File: src/rtl/alu_wb_stage_pkg.sv
// Shared constants and types for the ALU writeback stage.
// Pulled in by the stage top and its pending-write FIFO.
package alu_wb_stage_pkg;

    localparam logic [3:0] PC_REG = 4'd15;
    localparam int ENTRY_W = 36;

    localparam int APSR_N = 3;
    localparam int APSR_Z = 2;
    localparam int APSR_C = 1;
    localparam int APSR_V = 0;

    typedef struct packed {
        logic [3:0]  rd;
        logic [31:0] data;
    } wb_entry_t;

endpackage

File: src/rtl/alu_wb_stage_wb_fifo.sv
// Pending register-write FIFO with youngest-match forwarding lookup.
// Storage is not reset; only entries inside count are ever observed.
module wb_fifo
    import alu_wb_stage_pkg::*;
#(
    parameter int DEPTH = 2
) (
    input  logic                   clk,
    input  logic                   rst,
    input  logic                   push,
    input  wb_entry_t              push_entry,
    input  logic                   pop,
    output wb_entry_t              head,
    output logic [$clog2(DEPTH):0] count,
    output logic [$clog2(DEPTH):0] count_nxt,
    input  logic [3:0]             lk_addr,
    output logic                   lk_hit,
    output logic [31:0]            lk_data
);

    localparam int PTR_W = $clog2(DEPTH);

    wb_entry_t        mem [DEPTH];
    logic [PTR_W-1:0] wr_ptr;
    logic [PTR_W-1:0] rd_ptr;
    logic [PTR_W-1:0] idx;

    always_comb begin
        count_nxt = count;
        if (push && !pop)
            count_nxt = count + 1'b1;
        else if (pop && !push)
            count_nxt = count - 1'b1;
    end

    always_ff @(posedge clk or negedge rst) begin
        if (!rst) begin
            wr_ptr <= '0;
            rd_ptr <= '0;
            count  <= '0;
        end else begin
            if (push)
                wr_ptr <= wr_ptr + PTR_W'(1);
            if (pop)
                rd_ptr <= rd_ptr + PTR_W'(1);
            count <= count_nxt;
        end
    end

    always_ff @(posedge clk) begin
        if (push)
            mem[wr_ptr] <= push_entry;
    end

    assign head = mem[rd_ptr];

    // Walk oldest to youngest so the last match seen is the youngest.
    always_comb begin
        lk_hit  = 1'b0;
        lk_data = '0;
        idx     = rd_ptr;
        for (int k = 0; k < DEPTH; k++) begin
            idx = rd_ptr + PTR_W'(k);
            if (k < int'(count) && mem[idx].rd == lk_addr) begin
                lk_hit  = 1'b1;
                lk_data = mem[idx].data;
            end
        end
    end

endmodule

File: src/rtl/alu_wb_stage.sv
// ALU writeback stage: APSR update, retire counter, and drain of
// buffered register/PC writes with a forwarding lookup port.
module alu_wb_stage
    import alu_wb_stage_pkg::*;
#(
    parameter int DEPTH = 2
) (
    input  logic        clk,
    input  logic        rst,
    input  logic        in_valid,
    output logic        in_ready,
    input  logic [3:0]  in_rd,
    input  logic [31:0] in_result,
    input  logic        in_wr,
    input  logic        in_s,
    input  logic        in_n,
    input  logic        in_z,
    input  logic        in_c,
    input  logic        in_v,
    output logic        apsr_n,
    output logic        apsr_z,
    output logic        apsr_c,
    output logic        apsr_v,
    output logic        rf_we,
    output logic [3:0]  rf_waddr,
    output logic [31:0] rf_wdata,
    input  logic        rf_ack,
    output logic        pc_load,
    output logic [31:0] pc_target,
    input  logic [3:0]  lk_addr,
    output logic        lk_hit,
    output logic [31:0] lk_data,
    output logic [31:0] retired
);

    localparam int CNT_W = $clog2(DEPTH) + 1;

    logic             ready_q;
    logic             accept;
    logic             push;
    logic             pop;
    logic             head_valid;
    logic             head_pc;
    logic [3:0]       apsr_q;
    logic [31:0]      retired_q;
    logic [CNT_W-1:0] count;
    logic [CNT_W-1:0] count_nxt;
    wb_entry_t        head;
    wb_entry_t        push_entry;

    assign accept     = in_valid & ready_q;
    assign push       = accept & in_wr;
    assign push_entry = '{rd: in_rd, data: in_result};

    wb_fifo #(.DEPTH(DEPTH)) u_fifo (
        .clk        (clk),
        .rst        (rst),
        .push       (push),
        .push_entry (push_entry),
        .pop        (pop),
        .head       (head),
        .count      (count),
        .count_nxt  (count_nxt),
        .lk_addr    (lk_addr),
        .lk_hit     (lk_hit),
        .lk_data    (lk_data)
    );

    assign head_valid = count != '0;
    assign head_pc    = head.rd == PC_REG;
    assign rf_we      = head_valid & ~head_pc;
    assign pc_load    = head_valid & head_pc;
    // PC writes retire by themselves; rf_ack only matters for rf writes.
    assign pop        = (rf_we & rf_ack) | pc_load;

    assign rf_waddr  = head.rd;
    assign rf_wdata  = head.data;
    assign pc_target = {head.data[31:1], 1'b0};

    always_ff @(posedge clk or negedge rst) begin
        if (!rst) begin
            ready_q   <= 1'b0;
            apsr_q    <= '0;
            retired_q <= '0;
        end else begin
            ready_q <= count_nxt < CNT_W'(DEPTH);
            if (accept) begin
                retired_q <= retired_q + 32'd1;
                if (in_s)
                    apsr_q <= {in_n, in_z, in_c, in_v};
            end
        end
    end

    assign in_ready = ready_q;
    assign retired  = retired_q;
    assign apsr_n   = apsr_q[APSR_N];
    assign apsr_z   = apsr_q[APSR_Z];
    assign apsr_c   = apsr_q[APSR_C];
    assign apsr_v   = apsr_q[APSR_V];

endmodule

File: config.mk
export PLATFORM = sky130hd
export DESIGN_NAME = alu_wb_stage
export DESIGN_NICKNAME = d
export VERILOG_FILES = /design/src/rtl/alu_wb_stage_pkg.sv /design/src/rtl/alu_wb_stage_wb_fifo.sv /design/src/rtl/alu_wb_stage.sv
export SDC_FILE = /design/constraint.sdc
export NUM_CORES = 1
export LEC_CHECK = 0
export ABC_AREA = 0
export CORE_ASPECT_RATIO = 1.1
export CORE_MARGIN = 10
export CORE_UTILIZATION = 50
export CTS_CLUSTER_DIAMETER = 80
export DETAILED_ROUTE_END_ITERATION = 8
export PLACE_DENSITY = 0.88
export SLEW_MARGIN = 10
export SYNTH_ARGS = -nofsm -noshare
export SYNTH_HDL_FRONTEND = slang
export SYNTH_HIERARCHICAL = 1
export SYNTH_SLANG_ARGS = --single-unit
File: constraint.sdc
create_clock -name clk -period 4.9 [get_ports clk]
set_input_delay 0.98 -clock clk [delete_from_list [all_inputs] [get_ports clk]]
set_output_delay 0.98 -clock clk [all_outputs]
set_load 0.02 [all_outputs]
==> impl_metrics.toml <==
[placement]
port_buffers = 188
gp_congestion = 0.8232
dp_hpwl_microns = 11210

[route]
post_drt_wl_per_cell_microns = 20.03
drcViolationCount = 0
firstDrtPassIters = 5
ant_nets = 0
vias = 4726
drt_iter0_drc = 369
wirelength_microns = 16380
viasPerCell = 5.778

[critical_path]
r2r_end = "u_fifo/mem[0][26]"
end_kind = "primary output"
ff2ff_path_depth = 2
crit_type = "input pin to primary output"
crit_end = "lk_data[30]"
crit_fanout = 65
crit_arrival_ns = 3.79
cp.required_ns = 3.92
rrSetupSlack_ns = 2.71
crit_start = "lk_addr[1]"
critPathLaunchType = "input pin"
r2r-start = "in_ready"

[synth]
yosysSeqAreaShare = 0.5435
syn_nets = 562
synth_flop_cell = "edfxtp_1"
synth_area_sq_um = 5866
synth-async-reset-ratio = 0.3628
synthesis.instances = 509
yosysWarnings = 6
ys_types = 36
yosys_register_bits = 113
avgSynthCellArea_sq_um = 11.52
synth_enable_flop_cells = 72

[floorplan]
die_x_microns = 123.3
std_cell_rows = 41
die_y_microns = 133.6
dieArea_sq_um = 16470
io_pins = 190
coreArea_sq_um = 11490
start_util = 0.5105

[timing]
fin_skew_ns = 0.006705
fmax_ghz = 0.2098
layout_min_cycle_time_ns = 4.768
rsz0062_at_grt = "false"
setup_viol = 0
drv_slew = 0
max_slew_margin = 0.2266
worst_slew_pin_slew_ns = 1.158
final.period_utilization = 0.9730
hold_viol = 0
tns_ns = 0

[status]
outcome = "completed"

[cts]
cts_max_level = 4
cts_setup_buffers = 0
cts_buffer_depth = 2
insertion_delay_ns = 0.40
postCtsHoldBufs = 0
cts.sinks = 113
path_clk_slew_ns = 0.05
cts_tree = "yes"
cts_inserted_buffers = 17
cts_root_buffer = "clkbuf_16"
cts_resized = 0

[global_routing]
grt_pass1_vias = 4836
grt_usage = 0.1907
grt_pass1_wl_microns = 25050
grt_max_degree = 98
antenna_found_initial = 1
grt_overflow = 0

[finish]
antenna_cells = 0
nets = 708
drive_above_1_share = 0.1317
synthToLayoutAreaGrowth_pct = 40.17

[run]
maxCapViolations = 0

[min_path]
hp-class = "flop to flop"
hold_start = "retired[31]"

[power]
leakage_nw = 2.931
ir_drop_mv = 0.3206
p_total_mw = 4.649
power_density_nw_per_um2 = 565.4
[cells by family (layout without fill, tap and decap cells)]
kind of cell | after synthesis | in the layout | synth area share
simple gates | 168 | 168 | 0.1540
mux | 46 | 46 | 0.08831
flops | 113 | 113 | 0.5435
other cells | 1 | 1 | 0.0006393
xor+xnor | 41 | 41 | 0.06122
buf+inv | 70 | 229 | 0.06805
fa+ha+maj | 3 | 3 | 0.006400
compound gates | 67 | 67 | 0.07786
[state kept, by name, summed over array words and instances, names as in the netlist]
register       count
apsr_q             4
u_fifo/mem        72
retired           32
u_fifo/wr_ptr      1
u_fifo/rd_ptr      1
in_ready           1
u_fifo/count       2
[worst min path at each step]
stage / depth (start not counted) / end / slack [ns]
floorplan: 1 / u_fifo/wr_ptr / 0.45
global placement: 1 / retired[31] / 0.46
detailed placement: 1 / retired[31] / 0.46
CTS: 1 / retired[31] / 0.47
global route: 1 / retired[31] / 0.50
finish: 1 / retired[31] / 0.47
[final cells by class]
cell class | count | area (sq um)
Clock buffer | 23 | 531.8
Clock inverter | 9 | 71.32
Fill cell | 819 | 3269
Inverter | 5 | 18.77
Multi-Input combinational cell | 326 | 2288
Sequential cell | 113 | 3192
Tap cell | 150 | 187.7
Timing Repair Buffer | 192 | 1932
[power by group]
group | internal [mW] | total [mW] | switching (mW)
sequential | 1.14 | 1.25 | 0.109
clock | 0.809 | 1.21 | 0.402
combinational | 1.01 | 2.19 | 1.18
[layout by cell type, fill, tap and decap left out, drive strengths merged]
cell / netlist / routed
nor4: 2 / 2
nand2: 41 / 41
and3: 8 / 8
mux2i: 6 / 6
nor2b: 3 / 3
nand4: 16 / 16
o21a: 1 / 1
a21oi: 33 / 33
clkbuf: 18 / 23
dfrtp: 41 / 41
and2: 4 / 4
nand3b: 2 / 2
nor2: 6 / 6
conb: 1 / 1
ha: 3 / 3
clkdlybuf4s50: 0 / 187
o211ai: 1 / 1
nand3: 76 / 76
clkinv: 0 / 7
o21ai: 1 / 1
mux2: 40 / 40
a32oi: 31 / 31
and4: 6 / 6
xnor2: 30 / 30
bufinv: 0 / 1
or2: 2 / 2
xor2: 11 / 11
inv: 5 / 6
nor3b: 1 / 1
or3b: 1 / 1
edfxtp: 72 / 72
buf: 47 / 5
[per-layer routing]
| metal | GRT usage | part of all wire | vias to the layer above |
|---|---|---|---|
| met5 | 0 | 0 | - |
| met4 | 0.05829 | 0.0095 | 0 |
| met3 | 0.07904 | 0.11 | 12 |
| met2 | 0.3246 | 0.50 | 228 |
| met1 | 0.2102 | 0.38 | 2325 |
| li1 | - | - | 2161 |
[cell usage after synthesis (7+ instances only)]
| cell | n | area share |
|---|---|---|
| dfrtp_1 | 41 | 0.17 |
| buf_2 | 10 | 0.0085 |
| nand4_1 | 15 | 0.016 |
| clkbuf_1 | 18 | 0.012 |
| xnor2_1 | 30 | 0.045 |
| buf_4 | 33 | 0.042 |
| and3_1 | 7 | 0.0075 |
| mux2_2 | 38 | 0.073 |
| xor2_1 | 11 | 0.016 |
| a32oi_1 | 31 | 0.046 |
| nand3_1 | 76 | 0.065 |
| nand2_1 | 41 | 0.026 |
| a21oi_1 | 33 | 0.028 |
| edfxtp_1 | 72 | 0.37 |
[worst max-delay path, stage by stage]
cell	delay (ns)
clkdlybuf4s50_1	0.45
or3b_2	0.48
mux2i_1	0.19
and4_2	0.28
buf_12	0.26
a21oi_1	0.12
a32oi_1	0.31
clkdlybuf4s50_1	0.68
[through the flow]
| step | setup WS (ns) | util | hold WS (ns) | std cells | area (sq um) |
|---|---|---|---|---|---|
| global placement | 0.2358 | 0.6630 | 0.4633 | 786 | 7619 |
| detailed placement | 0.1810 | 0.6630 | 0.4637 | 786 | 7619 |
| finish | 0.1325 | 0.7155 | 0.4720 | 818 | 8222 |
| floorplan | 1.213 | - | 0.4531 | 509 | 5866 |
| CTS | 0.1724 | 0.7155 | 0.4745 | 818 | 8222 |
| global route | 0.04785 | 0.7155 | 0.5018 | 818 | 8222 |
Power figures use the tool's default switching activity.
